[config.mk]
export PLATFORM = sky130hd
export DESIGN_NAME = if_fetch_unit
export DESIGN_NICKNAME = d
export VERILOG_FILES = /design/src/rtl/if_fetch_unit_pkg.sv /design/src/rtl/if_fetch_unit.sv
export SDC_FILE = /design/constraint.sdc
export NUM_CORES = 1
export LEC_CHECK = 0
export CORE_AREA = 2 2 151 153
export CTS_BUF_LIST = sky130_fd_sc_hd__clkbuf_8
export CTS_CLUSTER_SIZE = 14
export DETAILED_ROUTE_END_ITERATION = 12
export DIE_AREA = 0 0 153 155
export PLACE_DENSITY = 0.61
export SLEW_MARGIN = 5
export SYNTH_ARGS = -nofsm -noshare
export SYNTH_HDL_FRONTEND = slang
export SYNTH_SLANG_ARGS = --single-unit
export TNS_END_PERCENT = 100
[constraint.sdc]
create_clock -name clk -period 4.6 [get_ports clk]
set_input_delay 0.92 -clock clk [delete_from_list [all_inputs] [get_ports clk]]
set_output_delay 0.92 -clock clk [all_outputs]
set_load 0.02 [all_outputs]
[src/rtl/if_fetch_unit_pkg.sv]
// ---------------------------------------------------------------------------
// if_fetch_unit_pkg
// Shared types and constants for the instruction-fetch bridge.
//   - if_state_t   : fetch FSM states (IDLE/WAIT/HOLD/DROP)
//   - if_excpt_t   : exception codes reported alongside a delivered word
//   - INST_ADDR_W / INST_W / ZERO_WORD : bus widths and the all-zero word
//   - is_aligned() : word-alignment test for a fetch address
// ---------------------------------------------------------------------------
package if_fetch_unit_pkg;

    localparam int INST_ADDR_W = 32;
    localparam int INST_W      = 32;

    localparam logic [INST_W-1:0] ZERO_WORD = '0;

    // Fetch FSM states
    typedef enum logic [1:0] {
        IF_IDLE = 2'b00,
        IF_WAIT = 2'b01,
        IF_HOLD = 2'b10,
        IF_DROP = 2'b11
    } if_state_t;

    // Exception codes carried with a delivered instruction
    typedef enum logic [1:0] {
        EXCPT_NONE    = 2'b00,
        EXCPT_ADEL    = 2'b01,
        EXCPT_TIMEOUT = 2'b10
    } if_excpt_t;

    // Instruction fetches must be word aligned
    function automatic logic is_aligned(input logic [INST_ADDR_W-1:0] addr);
        return (addr[1:0] == 2'b00);
    endfunction

endpackage

[src/rtl/if_fetch_unit.sv]
// ---------------------------------------------------------------------------
// if_fetch_unit
// Bridge between the PC register and the IF/ID pipeline register. Issues a
// req/ack transaction to instruction memory for each enabled, aligned pc,
// captures the returned word and hands a registered pc/instruction pair with
// a one-cycle valid pulse to decode. Misaligned pcs and bus timeouts produce
// a NOP_INST delivery tagged with an exception code.
//
// Ports:
//   clk, rst          clock (rising edge), synchronous active-high reset
//   pc, ce            fetch address and enable from the PC register
//   stall_id          decode stage cannot accept a new instruction
//   flush             discard in-flight and buffered fetches
//   ibus_req/addr     registered bus request and address
//   ibus_ack/rdata    bus acknowledge with same-cycle read data
//   stallreq_if       combinational hold request for the PC register
//   if_pc/inst/valid  registered delivery to the IF/ID register
//   if_excpt          00 none, 01 misaligned (AdEL), 10 bus timeout
// ---------------------------------------------------------------------------
module if_fetch_unit
    import if_fetch_unit_pkg::*;
#(
    parameter int unsigned        TIMEOUT_CYCLES = 255,
    parameter logic [INST_W-1:0]  NOP_INST       = 32'h0000_0000
) (
    input  logic                   clk,
    input  logic                   rst,
    input  logic [INST_ADDR_W-1:0] pc,
    input  logic                   ce,
    input  logic                   stall_id,
    input  logic                   flush,
    output logic                   ibus_req,
    output logic [INST_ADDR_W-1:0] ibus_addr,
    input  logic                   ibus_ack,
    input  logic [INST_W-1:0]      ibus_rdata,
    output logic                   stallreq_if,
    output logic [INST_ADDR_W-1:0] if_pc,
    output logic [INST_W-1:0]      if_inst,
    output logic                   if_valid,
    output logic [1:0]             if_excpt
);

    // Last counter value before a no-ack wait is declared a timeout
    localparam logic [15:0] TIMEOUT_LAST = 16'(TIMEOUT_CYCLES - 1);

    if_state_t               state;
    logic [15:0]             wait_cnt;
    logic [INST_ADDR_W-1:0]  hold_pc;
    logic [INST_W-1:0]       hold_inst;
    logic                    timeout_hit;
    logic                    deliver_next;

    // >= rather than == so that a flush arriving on the final wait cycle,
    // which bumps the counter past TIMEOUT_LAST, still expires in DROP.
    assign timeout_hit = (wait_cnt >= TIMEOUT_LAST);

    // Decide whether the coming edge produces a delivery; flush and reset
    // both suppress any delivery.
    always_comb begin
        deliver_next = 1'b0;
        if (!rst && !flush) begin
            case (state)
                IF_IDLE: deliver_next = ce && !is_aligned(pc);
                IF_WAIT: deliver_next = ibus_ack ? !stall_id : timeout_hit;
                IF_HOLD: deliver_next = !stall_id;
                default: deliver_next = 1'b0;
            endcase
        end
    end

    // Hold the PC register until the current fetch is about to be handed over
    assign stallreq_if = ce & ~deliver_next;

    // Fetch FSM with registered bus and delivery outputs. if_valid defaults
    // low each cycle so it only ever pulses for one cycle per delivery.
    always_ff @(posedge clk) begin
        if (rst) begin
            state     <= IF_IDLE;
            ibus_req  <= 1'b0;
            ibus_addr <= '0;
            if_pc     <= '0;
            if_inst   <= ZERO_WORD;
            if_valid  <= 1'b0;
            if_excpt  <= EXCPT_NONE;
            wait_cnt  <= '0;
            hold_pc   <= '0;
            hold_inst <= ZERO_WORD;
        end else begin
            if_valid <= 1'b0;
            case (state)
                IF_IDLE: begin
                    if (!flush && ce) begin
                        if (is_aligned(pc)) begin
                            ibus_req  <= 1'b1;
                            ibus_addr <= pc;
                            wait_cnt  <= '0;
                            state     <= IF_WAIT;
                        end else begin
                            if_valid <= 1'b1;
                            if_pc    <= pc;
                            if_inst  <= NOP_INST;
                            if_excpt <= EXCPT_ADEL;
                        end
                    end
                end
                IF_WAIT: begin
                    if (ibus_ack) begin
                        ibus_req <= 1'b0;
                        if (flush) begin
                            state <= IF_IDLE;
                        end else if (stall_id) begin
                            hold_pc   <= ibus_addr;
                            hold_inst <= ibus_rdata;
                            state     <= IF_HOLD;
                        end else begin
                            if_valid <= 1'b1;
                            if_pc    <= ibus_addr;
                            if_inst  <= ibus_rdata;
                            if_excpt <= EXCPT_NONE;
                            state    <= IF_IDLE;
                        end
                    end else if (flush) begin
                        // Request must stay up until the bus answers
                        wait_cnt <= wait_cnt + 16'd1;
                        state    <= IF_DROP;
                    end else if (timeout_hit) begin
                        ibus_req <= 1'b0;
                        if_valid <= 1'b1;
                        if_pc    <= ibus_addr;
                        if_inst  <= NOP_INST;
                        if_excpt <= EXCPT_TIMEOUT;
                        state    <= IF_IDLE;
                    end else begin
                        wait_cnt <= wait_cnt + 16'd1;
                    end
                end
                IF_HOLD: begin
                    if (flush) begin
                        state <= IF_IDLE;
                    end else if (!stall_id) begin
                        if_valid <= 1'b1;
                        if_pc    <= hold_pc;
                        if_inst  <= hold_inst;
                        if_excpt <= EXCPT_NONE;
                        state    <= IF_IDLE;
                    end
                end
                IF_DROP: begin
                    // Flushed fetch: swallow the answer or give up silently
                    if (ibus_ack || timeout_hit) begin
                        ibus_req <= 1'b0;
                        state    <= IF_IDLE;
                    end else begin
                        wait_cnt <= wait_cnt + 16'd1;
                    end
                end
                default: state <= IF_IDLE;
            endcase
        end
    end

endmodule

==> summary.md <==
| Metric | Value |
|---|---|
| NumNets Final | `1130` |
| Clock network fraction of total power | `0.334` |
| Post-synth top flop | `dfxtp_1` |
| DRT iter0 DRCs | `435` |
| Starting Density | `0.341` |
| Crit path launch type | `flop` |
| Max FO, Critical Path | `41` |
| DRC violations left | `0` |
| Peak supply drop | `0.161 mV` |
| Endpoint type of the worst setup path | `output pin` |
| Worst setup path class | `reg -> out` |
| Post-CTS setup repair buffer count | `0` |
| I/O pin total | `171` |
| Synth Area per Inst | `8.06 µm²` |
| Most frequent cells in the layout | `nand2_1, dfxtp_1, a21oi_1` |
| Inserted Clock Buffers | `17` |
| Maximum clock insertion buffer count | `2` |
| Pwr Density | `334 nW/µm²` |
| TNS Setup | `0 ps` |
| Die H | `155 µm` |
| Area Growth Syn to Fin | `29.9%` |
| Fin cells | `1354` |
| Final Util | `0.442` |
| Synth top area share | `0.481` |
| Via count | `7058` |
| Req. time, crit path | `3680 ps` |
| Min Tclk post-route | `4100 ps` |
| GP Congestion | `0.758` |
| Power Total | `3.29 mW` |
| Share of post-route cells with drive strength above 1 | `0.0544` |
| Switch share | `0.313` |
| CTS tree | `yes` |
| Hpwl dp | `13800 µm` |
| Net Count, Synth | `1015` |
| First-pass GRT wire length | `37000 µm` |
| Most area-hungry cell type in the Yosys netlist | `dfxtp_1` |
| EDFF count, synth | `0` |
| CTS Sinks | `182` |
| Initial antenna violation count | `2` |
| Worst-margin pin slew | `980 ps` |
| Cell-internal power | `2.26 mW` |
| Synthesized cell area | `7570 µm²` |
| Max-cap viol count | `0` |
| Register area share after synthesis | `0.481` |
| Worst hold path type | `reg -> reg` |
| Residual overflow from global routing | `0` |
| Worst path arrival time | `3180 ps` |
| First-pass DRT Iterations | `4` |
| Vias in the first global route | `6659` |
| Outcome | `finished, final reports clean` |
| Async set or reset register ratio after synthesis | `0` |
| Post-CTS Resized | `0` |
| Final worst slack | `500 ps` |
| Worst Skew | `24.3 ps` |
| RSZ-0062 raised after global routing | `no` |
| Post-route ant nets | `0` |
| Logic gate share of total power | `0.168` |
| Pre-CTS WS | `711 ps` |
| GRT Util Overall | `0.195` |
| Final worst path period share | `0.891` |
| Final hold vios | `0` |
| Leakage power | `3.15 nW` |
| Reg power frac | `0.499` |
| Worst rel slew slack | `0.347` |
| Final Max Tran Viols | `0` |
| FF-to-FF setup slack | `1450 ps` |
| Worst-Skew Late Latency | `470 ps` |
| FP Rows | `55` |
| Area contributors post-synth | `dfxtp_1, nand2_1, a21oi_1, a221o_1, o211ai_1` |
| Htree depth | `4` |
| Die area | `23700 µm²` |
| Cell variety after synth | `46` |
| Post-Route WL | `23400 µm` |
| Final setup vio count | `0` |
| Post-synthesis instance total | `939` |
| Largest net degree at the start of global routing | `89` |
| Width of the die | `153 µm` |
| #FFs+latches synth | `182` |
| Cells after DPL | `1320` |
| Via density | `5.21` |
| Psw | `1.03 mW` |
| Routed len/inst | `17.3 µm` |
| Port buffer count | `170` |
| Commonest non-fill, non-tap cell in the layout | `nand2_1` |
| Core Area | `22200 µm²` |
| CTS Hold Buffers Added | `0` |
| Synth warn | `0` |
| CTS root buffer | `clkbuf_8` |
| FMAX | `244 MHz` |
| Clk pin slew, worst setup/hold paths | `110 ps` |
-- final cells by class --
type	count	area [µm²]
repair buffers	180	1800
diodes	2	5.00
clock inverters	14	151
flip-flops and latches	182	3640
multi-input cells	662	3590
well taps	285	357
inverters	11	41.3
clock buffers	18	248
fillers	2264	12400
-- routing by layer --
layer / vias up / global-route usage / wire [µm]
li1: 3525 / - / -
met1: 3339 / 0.258 / 10800
met2: 174 / 0.311 / 10800
met3: 20 / 0.0504 / 1400
met4: 0 / 0.0644 / 387
met5: - / 0 / 0
-- Yosys cell counts, types with 9 or more instances --
cell type  number
nand2_1       260
dfxtp_1       182
or3_1           9
buf_1          12
a21oi_1       175
nand3_1        38
clkbuf_1       69
o21ai_0         9
nor2_1         11
a221o_1        32
inv_1          11
a22o_1         32
o211ai_1       39
-- critical path: stages, from the launching register on --
cell and delay (ps):
dfxtp_1 360, inv_1 90, ha_2 840, o211ai_1 160
a2111oi_0 620, nor2b_1 90, clkdlybuf4s50_1 550
-- power by group through the flow --
stage	Sequential [mW]	Clock (mW)	Combinational, mW
finish	1.64	1.10	0.551
global route	1.65	1.21	0.595
CTS	1.64	1.14	0.556
detailed placement	1.68	0	0.553
global placement	1.68	0	0.555
floorplan	1.72	0	0.268
-- kinds of logic after synthesis --
| group | synth area share |
|---|---|
| simple gates | 0.190 |
| compound gates | 0.266 |
| flops | 0.481 |
| buf+inv | 0.0479 |
| fa+ha+maj | 0.00992 |
| xor+xnor | 0.00347 |
| mux | 0.00132 |
-- registers in the layout, summed over array words and instances, names as in the netlist --
signal,flops
hold_inst,32
hold_pc,32
ibus_addr,32
ibus_req,1
if_excpt,2
if_inst,32
if_pc,32
if_valid,1
state,2
wait_cnt,16
-- stage by stage --
| stage | hold WS, ps | area, µm² |
|---|---|---|
| floorplan | 437 | 7570 |
| global route | 476 | 9830 |
| finish | 459 | 9830 |
| global placement | 441 | 9430 |
| CTS | 461 | 9830 |
| detailed placement | 446 | 9430 |
-- path summary, 6_finish.rpt --
check | endpoint | cells after the start | startpoint
setup / recovery | stallreq_if | 6 | state[1]$_SDFFE_PP0P_
hold / removal | if_pc[2]$_SDFFE_PP0P_ | 2 | if_pc[2]$_SDFFE_PP0P_
setup reg to reg | if_pc[0]$_SDFFE_PP0P_ | 8 | state[1]$_SDFFE_PP0P_
hold reg to reg | if_pc[2]$_SDFFE_PP0P_ | 2 | if_pc[2]$_SDFFE_PP0P_
(Power assumes the default switching activity.)
